**src/rtl/uart_rx_if.sv**
```systemverilog
// Signal bundle between the UART receiver and its environment: the
// oversample tick, the serial line, the control inputs and everything
// the receiver reports back (byte, strobe, retransmit request, status).
interface uart_rx_if;
  logic       rx_enbl;
  logic       rx;
  logic       p_enbl;
  logic       full;
  logic [7:0] dout;
  logic       wr_enbl;
  logic       fb;
  logic       busy;
  logic       frm_err;
  logic       ovr_err;

  // Environment side: drives the line and controls, observes results.
  modport master (
    output rx_enbl, rx, p_enbl, full,
    input  dout, wr_enbl, fb, busy, frm_err, ovr_err
  );

  // Receiver side.
  modport slave (
    input  rx_enbl, rx, p_enbl, full,
    output dout, wr_enbl, fb, busy, frm_err, ovr_err
  );
endinterface

```
**src/rtl/uart_rx.sv**
```systemverilog
// UART receiver: oversampled deserialiser for start, 8 data bits (LSB
// first), parity slot and stop. Good bytes are strobed into the FIFO;
// corrupted frames raise fb so the transmitter resends its held byte.
module uart_rx #(
  parameter int OVERSAMPLE  = 16,
  parameter int SYNC_STAGES = 2
) (
  input logic     clk,
  input logic     areset_n,
  uart_rx_if.slave bus
);

  localparam int TW = $clog2(OVERSAMPLE);
  // Middle of the start bit, measured from the tick that saw it low.
  localparam logic [TW-1:0] TICK_MID  = TW'(OVERSAMPLE / 2 - 1);
  // Last tick of a bit period; with the half-bit offset this lands mid-bit.
  localparam logic [TW-1:0] TICK_LAST = TW'(OVERSAMPLE - 1);

  typedef enum logic [2:0] {
    S_IDLE,
    S_START,
    S_DATA,
    S_PARITY,
    S_STOP
  } state_t;

  logic [SYNC_STAGES-1:0] sync_q;
  logic                   rx_s;

  state_t          state_q,   state_d;
  logic [TW-1:0]   tick_q,    tick_d;
  logic [2:0]      bit_q,     bit_d;
  logic [7:0]      shreg_q,   shreg_d;
  logic            p_lat_q,   p_lat_d;
  logic            par_err_q, par_err_d;
  logic            fb_q,      fb_d;
  logic [7:0]      dout_q,    dout_d;
  logic            wr_q,      wr_d;
  logic            frm_q,     frm_d;
  logic            ovr_q,     ovr_d;

  // Metastability synchroniser on the incoming line; idles high.
  always_ff @(posedge clk or negedge areset_n) begin
    if (!areset_n) begin
      sync_q <= '1;
    end else begin
      sync_q <= {sync_q[SYNC_STAGES-2:0], bus.rx};
    end
  end

  assign rx_s = sync_q[SYNC_STAGES-1];

  // State, counters, data path and registered outputs.
  always_ff @(posedge clk or negedge areset_n) begin
    if (!areset_n) begin
      state_q   <= S_IDLE;
      tick_q    <= '0;
      bit_q     <= '0;
      shreg_q   <= '0;
      p_lat_q   <= 1'b0;
      par_err_q <= 1'b0;
      fb_q      <= 1'b0;
      dout_q    <= '0;
      wr_q      <= 1'b0;
      frm_q     <= 1'b0;
      ovr_q     <= 1'b0;
    end else begin
      state_q   <= state_d;
      tick_q    <= tick_d;
      bit_q     <= bit_d;
      shreg_q   <= shreg_d;
      p_lat_q   <= p_lat_d;
      par_err_q <= par_err_d;
      fb_q      <= fb_d;
      dout_q    <= dout_d;
      wr_q      <= wr_d;
      frm_q     <= frm_d;
      ovr_q     <= ovr_d;
    end
  end

  // Next-state logic: everything advances on oversample ticks only, while
  // the three status strobes default low so they last a single clock.
  always_comb begin
    state_d   = state_q;
    tick_d    = tick_q;
    bit_d     = bit_q;
    shreg_d   = shreg_q;
    p_lat_d   = p_lat_q;
    par_err_d = par_err_q;
    fb_d      = fb_q;
    dout_d    = dout_q;
    wr_d      = 1'b0;
    frm_d     = 1'b0;
    ovr_d     = 1'b0;

    if (bus.rx_enbl) begin
      case (state_q)
        S_IDLE: begin
          if (!rx_s) begin
            state_d = S_START;
            tick_d  = '0;
          end
        end

        S_START: begin
          tick_d = tick_q + 1'b1;
          if (tick_q == TICK_MID) begin
            tick_d = '0;
            if (!rx_s) begin
              // Confirmed start: from here every sample is mid-bit.
              state_d = S_DATA;
              bit_d   = '0;
              p_lat_d = bus.p_enbl;
              fb_d    = 1'b0;
            end else begin
              // Glitch shorter than half a bit: ignore it silently.
              state_d = S_IDLE;
            end
          end
        end

        S_DATA: begin
          tick_d = tick_q + 1'b1;
          if (tick_q == TICK_LAST) begin
            shreg_d = {rx_s, shreg_q[7:1]};
            bit_d   = bit_q + 3'd1;
            if (bit_q == 3'd7) begin
              state_d = S_PARITY;
            end
          end
        end

        S_PARITY: begin
          tick_d = tick_q + 1'b1;
          if (tick_q == TICK_LAST) begin
            // Even parity: slot must equal the XOR of the data bits.
            par_err_d = p_lat_q & (rx_s ^ (^shreg_q));
            state_d   = S_STOP;
          end
        end

        S_STOP: begin
          tick_d = tick_q + 1'b1;
          if (tick_q == TICK_LAST) begin
            // Return to idle mid stop bit so the next start edge is not missed.
            state_d = S_IDLE;
            if (!rx_s) begin
              frm_d = 1'b1;
              fb_d  = 1'b1;
            end else if (par_err_q) begin
              fb_d = 1'b1;
            end else if (bus.full) begin
              ovr_d = 1'b1;
            end else begin
              dout_d = shreg_q;
              wr_d   = 1'b1;
            end
          end
        end

        default: begin
          state_d = S_IDLE;
        end
      endcase
    end
  end

  assign bus.dout    = dout_q;
  assign bus.wr_enbl = wr_q;
  assign bus.fb      = fb_q;
  assign bus.busy    = (state_q != S_IDLE);
  assign bus.frm_err = frm_q;
  assign bus.ovr_err = ovr_q;

endmodule

```
**src/flat_wrapper.sv**
```systemverilog
// flat-port wrapper written by rule: the top's interface ports become plain ports
module uart_rx_flat 
#(
  parameter int OVERSAMPLE  = 16,
  parameter int SYNC_STAGES = 2
)
  (clk, areset_n, bus_rx_enbl, bus_rx, bus_p_enbl, bus_full, bus_dout, bus_wr_enbl, bus_fb, bus_busy, bus_frm_err, bus_ovr_err);
  uart_rx_if bus_i ();
  input logic clk;
  input logic areset_n;
  input wire logic [$bits(bus_i.rx_enbl)-1:0] bus_rx_enbl;
  input wire logic [$bits(bus_i.rx)-1:0] bus_rx;
  input wire logic [$bits(bus_i.p_enbl)-1:0] bus_p_enbl;
  input wire logic [$bits(bus_i.full)-1:0] bus_full;
  output wire logic [$bits(bus_i.dout)-1:0] bus_dout;
  output wire logic [$bits(bus_i.wr_enbl)-1:0] bus_wr_enbl;
  output wire logic [$bits(bus_i.fb)-1:0] bus_fb;
  output wire logic [$bits(bus_i.busy)-1:0] bus_busy;
  output wire logic [$bits(bus_i.frm_err)-1:0] bus_frm_err;
  output wire logic [$bits(bus_i.ovr_err)-1:0] bus_ovr_err;
  assign bus_i.rx_enbl = bus_rx_enbl;
  assign bus_i.rx = bus_rx;
  assign bus_i.p_enbl = bus_p_enbl;
  assign bus_i.full = bus_full;
  assign bus_dout = bus_i.dout;
  assign bus_wr_enbl = bus_i.wr_enbl;
  assign bus_fb = bus_i.fb;
  assign bus_busy = bus_i.busy;
  assign bus_frm_err = bus_i.frm_err;
  assign bus_ovr_err = bus_i.ovr_err;
  uart_rx #(.OVERSAMPLE(OVERSAMPLE), .SYNC_STAGES(SYNC_STAGES)) u_core (.clk(clk), .areset_n(areset_n), .bus(bus_i));
endmodule
```
**config.mk**
```make
export PLATFORM = sky130hd
export DESIGN_NAME = uart_rx_flat
export DESIGN_NICKNAME = d
export VERILOG_FILES = /design/src/rtl/uart_rx_if.sv /design/src/rtl/uart_rx.sv /design/src/flat_wrapper.sv
export SDC_FILE = /design/constraint.sdc
export NUM_CORES = 1
export LEC_CHECK = 0
export ABC_AREA = 1
export CAP_MARGIN = 20
export CORE_MARGIN = 1
export CORE_UTILIZATION = 62
export CTS_BUF_LIST = sky130_fd_sc_hd__clkbuf_8
export DETAILED_ROUTE_END_ITERATION = 7
export GPL_TIMING_DRIVEN = 0
export PLACE_DENSITY = 0.87
export SLEW_MARGIN = 10
export SYNTH_ARGS = -nofsm -noshare
export SYNTH_HDL_FRONTEND = slang
export SYNTH_SLANG_ARGS = --single-unit
export TNS_END_PERCENT = 30
```
**constraint.sdc**
```tcl
create_clock -name clk -period 2.8 [get_ports clk]
set_input_delay 0.56 -clock clk [delete_from_list [all_inputs] [get_ports clk]]
set_output_delay 0.56 -clock clk [all_outputs]
set_load 0.01 [all_outputs]
```
=== Word level (Yosys, flattened, before mapping) ===
Cells that the tools add are included.

* Register bits: 34
* Bits in latches: 0
* RAM bits: 0
* Bits in read-only memories: 0
* Input port bits: 6
* Output and inout port bits: 13
* Logic and storage cells: 86
* Memories kept: 0

* $add $sub $neg: 2
* Multipliers: 0
* Div/mod/pow operators: 0
* Order comparisons: 0
* Equality and inequality tests: 15
* Shift-type cells: 0
* Multiplexer cells: 37
* Bitwise logic cells: 5
* Reduce and logical (&&, ||, !) cells: 15

{| class="wikitable"
|+ Operators by type and width
! cell !! count
|-
| two-way mux 3 bit || 9
|-
| two-way mux 1 bit || 21
|-
| one-hot mux 3 bit (5 select lines) || 1
|-
| one-hot mux 4 bit (3 select lines) || 1
|-
| AND reduction 6 bit || 2
|-
| != test 2 x 1 -> 1 bit (second input constant) || 5
|-
| AND reduction 3 bit || 3
|-
| two-way mux 4 bit || 2
|-
| XOR reduction 8 bit || 1
|-
| AND reduction 7 bit || 1
|-
| == test 3 x 2 -> 1 bit (second input constant) || 2
|-
| == test 3 bit (second input constant) || 2
|-
| one-hot mux 3 bit (2 select lines) || 1
|-
| nonzero test 3 bit || 2
|-
| AND reduction 5 bit || 1
|-
| adder 4 x 1 -> 4 bit (second input constant) || 1
|-
| == test 4 x 3 -> 1 bit (second input constant) || 1
|-
| == test 4 bit (second input constant) || 1
|-
| != test 2 bit (second input constant) || 2
|-
| AND reduction 4 bit || 1
|-
| nonzero test 2 bit || 2
|-
| adder 3 x 1 -> 3 bit (second input constant) || 1
|-
| == test 3 x 1 -> 1 bit (second input constant) || 1
|-
| logical NOT 3 bit || 1
|-
| other kinds (7) || 9
|}

=== Longest topological paths before layout ===
* Depth after elaboration: 6
* Gate-level depth with buffers: 10
* Mapped depth without buffers: 10

=== Least setup slack after synthesis ===
OpenSTA, ideal clock, no wires.

* Path type: register to register
* Start: register u_core.tick_q[0]
* End: register u_core.dout_q[6] (netlist: u_core.bus.dout[6])
* Setup time: 0.119 ns
* Data arrival time: 1.282 ns
* Data required time: 2.681 ns
* Slack: 1.399 ns
* Cell stages (with the launch flop): 10
* Buffers on the path: 1
* Clock period less this slack: 1.401 ns
* Cells stage by stage: dfrtp_1 ha_1 nand2_1 nor2_4 nand2_4 nor2_2 nand2_4 buf_6 nand2_2 o21ai_2

* Word-level cells in the longest chain between the ends: 2

{| class="wikitable"
|+ RTL lines
! what !! RTL line !! text
|-
| start, declared || uart_rx.sv:31 || <nowiki>logic [TW-1:0] tick_q, tick_d;</nowiki>
|-
| start signal, assigned || uart_rx.sv:69 || <nowiki>tick_q <= tick_d;</nowiki>
|-
| == test 4 bit || uart_rx.sv:145 || <nowiki>if (tick_q == TICK_LAST) begin</nowiki>
|-
| AND reduction 6 bit (no source line) || - ||
|-
| end signal, assigned || uart_rx.sv:75 || <nowiki>dout_q <= dout_d;</nowiki>
|-
| end, declared || uart_rx.sv:37 || <nowiki>logic [7:0] dout_q, dout_d;</nowiki>
|}

No other way between the ends.
A chain may end at the register's enable or synchronous reset.

=== Worst setup path after layout ===
* Start: register u_core.state_q[1]
* End: output bus_busy

* Word-level cells in the longest chain between the ends: 1

{| class="wikitable"
|+ RTL lines
! what !! RTL line !! text
|-
| start, declared || uart_rx.sv:30 || <nowiki>state_t state_q, state_d;</nowiki>
|-
| start signal, assigned || uart_rx.sv:68 || <nowiki>state_q <= state_d;</nowiki>
|-
| nonzero test 3 bit || uart_rx.sv:172 || <nowiki>assign bus.busy = (state_q != S_IDLE);</nowiki>
|-
| end, declared || flat_wrapper.sv:18 || <nowiki>output wire logic [$bits(bus_i.busy)-1:0] bus_busy;</nowiki>
|}

No other way between the ends.

==> key figures <==
STA
  • Final setup violation count: 0
  • Crit share post-route: 72.1%
  • RSZ-0062 raised after global routing: false
  • Slew HR: 50.7%
  • TNS Setup: 0 ns
  • Max-slew violations: 0
  • Worst Skew: 0.00937 ns
  • Post-route minimum period: 2.02 ns
  • Max Clk Rate: 495 MHz
  • Slew @ Worst Pin: 0.739 ns
  • Final hold vios: 0

CTS
  • Clock Latency Late Sink: 0.29 ns
  • CTS Buf Count: 5
  • Worst-path clk slew: 0.07 ns
  • Clock root buffer: clkbuf_8
  • H-tree depth: 2
  • Clk sinks: 34
  • CTS tree: yes
  • Hold-fix buffers, CTS: 0
  • Post-CTS sizing: 0
  • Postcts setup bufs: 0
  • Clock Path Buffers: 2

Global route
  • Total gr overflow: 0
  • Number of global-route vias before repair: 1326
  • Initial antenna violation count: 0
  • Global Route Usage Sum: 28.1%
  • Largest net degree at the start of global routing: 35
  • First-pass GRT wire length: 5610 microns

Synthesis
  • Post-synth top area share: 46.2%
  • Cells after Synth: 217
  • Synth Area per Inst: 7.98 sq um
  • XOR/XNOR share of the synthesized area: 0%
  • Post-Syn Area: 1730 sq um
  • Yosys reg bits: 34
  • Top cells by area, synth: dfrtp_1 (46%), nand2_1 (17%), nor2_1 (4.6%)
  • Post-synthesis mux area share: 0%
  • Sequential area share after synthesis: 49.3%
  • Synth Area in Simple Gates: 31.9%
  • Area leader, netlist: dfrtp_1
  • Syn Nets: 226
  • Post-synth cell types: 24
  • Largest family of logic cells by synthesized area: simple AND/OR/NAND/NOR gates
  • Synth Area in Compound Gates: 10.3%
  • Post-synthesis adder-cell area fraction: 2.17%
  • Yosys warnings: 0

Critical path
  • CP endpoint: bus_busy
  • R2R Setup Slk: 1.14 ns
  • R2r endpoint: u_core.state_q[0]
  • CP max FO: 5
  • CP Data Arrival Time: 1.46 ns
  • Crit path launch type: register
  • Reg-to-Reg Start: u_core.tick_q[0]
  • Worst Path Required: 2.24 ns
  • Reg2Reg Depth: 8
  • Slowest stage delay, CP: 0.48 ns
  • CP Cell Sequence: nor2_4, nand2_1, clkdlybuf4s50_1
  • CP Capture Type: output port
  • CP Launch Point: u_core.state_q[1]
  • WS Path Type: register to output port
  • Slowest cell on crit path: clkdlybuf4s50_1

Flow run
  • Max-Cap Viols: 0

Final layout
  • Area Overhead vs Synth: 16.9%
  • Layout cell share with drive strength beyond 1: 13.6%
  • Commonest non-fill, non-tap cell in the layout: nand2_1
  • Final core occ: 78.8%
  • Most frequent cells in the layout: nand2_1 (78), dfrtp_1 (32), inv_1 (22)
  • # diodes: 0
  • Design area: 2020 sq um
  • Final net count: 251
  • Final Non-Filler Cells: 273

Power and ir drop
  • Clk pwr share: 28.3%
  • Pwr dens: 574 nW/um^2
  • Net Sw Power: 0.368 mW
  • Comb power frac: 22.2%
  • Leakage power: 1.03 nW
  • Max VDD drop: 0.000617 V
  • Net Sw Frac: 31.7%
  • Sequential share of power: 49.4%
  • Power Internal: 0.793 mW

Floorplan
  • Die height: 54.9 microns
  • Die X: 54.9 microns
  • Core outline area: 2570 sq um
  • Ports: 19
  • Die area: 3010 sq um
  • Row cnt: 18
  • Starting Density: 67.4%

Route
  • Vias after detailed routing: 1423
  • Routed WL per cell: 12.5 microns
  • Antenna viol nets, final: 0
  • DRC viols: 0
  • Via density: 5.21
  • Pre-Repair DR Iteration Count: 6
  • DR iter-0 viols: 16
  • Final WL: 3420 microns

Placed design
  • Dpl cell area: 1940 sq um
  • Placed insts: 265
  • Port bufs: 18
  • Placed wire-length estimate: 2540 microns
  • RD Place Congestion: 0.894

Outcome
  • Outcome: completed

Worst hold path
  • Min-Delay Path Class: primary input to asynchronous set/reset pin
synth_stat cells:
master,count
o21ai_2,8
nor3_1,1
o21a_1,1
nand2_4,2
nor2_2,1
nand2_2,3
nor2_1,21
nand3b_1,1
buf_4,1
o21ai_0,4
ha_1,3
a21oi_1,3
or2_1,1
o22ai_1,1
nor2_4,3
nand3_1,13
nor3_4,1
buf_6,1
nand2_1,78
inv_2,5
dfstp_2,2
dfrtp_1,32
o21ai_1,12
inv_1,19
area by class of cell:
class,instances,area [sq um]
clock inverters,3,11.3
multi-input cells,157,769
fillers,198,543
plain buffers,2,18.8
well taps,30,37.5
repair buffers,18,175
clock buffers,5,68.8
flip-flops and latches,34,853
inverters,24,90.1
layer usage:
metal	up-vias	track usage (%)	part of all wire, %
met5	-	0	0
met4	0	15.0	1.9
met3	7	8.33	5.2
met2	34	44.0	46
met1	648	34.5	47
li1	734	-	-
sequential cells by signal, summed over array words and instances, names as in the netlist, 2 cells and up:
signal and flops:
u_core.bus.dout 8, u_core.bit_q 3, u_core.shreg_q 8, u_core.sync_q 2
u_core.state_q 3, u_core.tick_q 4
worst max-delay path: cells and delay by family, from the launching register on:
family | cells | cell delay (ns)
buffers and inverters | 1 | 0.48
DFF | 1 | 0.45
and+or+nand+nor | 2 | 0.25
worst min-delay path by stage:
| stage | from | end | slack, ns | cells after the start |
|---|---|---|---|---|
| finish | areset_n | u_core.bus.dout[2] | 0.33 | 1 |
| global route | u_core.sync_q[0] | u_core.sync_q[1] | 0.36 | 0 |
| CTS | areset_n | u_core.bus.wr_enbl | 0.35 | 1 |
| detailed placement | u_core.sync_q[0] | u_core.sync_q[1] | 0.35 | 0 |
| global placement | u_core.sync_q[0] | u_core.sync_q[1] | 0.35 | 0 |
| floorplan | areset_n | u_core.bit_q[0] | 0.26 | 0 |
through the flow:
stage,worst slack (ns),power (mW),hold WS (ns)
after floorplan,1.40,0.756,0.264
after global placement,0.542,0.822,0.346
after detailed placement,0.841,0.840,0.349
after CTS,0.776,1.17,0.354
after global routing,0.692,1.23,0.363
final,0.782,1.16,0.330
cell families (layout without fill, tap and decap cells):
logic type,after synthesis,in the layout
AOI/OAI and AO/OA,29,29
adders and majority gates,3,3
and+or+nand+nor,125,125
DFF,34,34
buffers and inverters,26,52
power by group through the flow:
stage	clock [mW]	combinational, mW	sequential, mW
after floorplan	0	0.184	0.572
after global placement	0	0.242	0.579
after detailed placement	0	0.257	0.583
after CTS	0.341	0.259	0.574
after global routing	0.357	0.295	0.579
final	0.329	0.258	0.574
No activity file was read; power rests on OpenSTA's default activity.
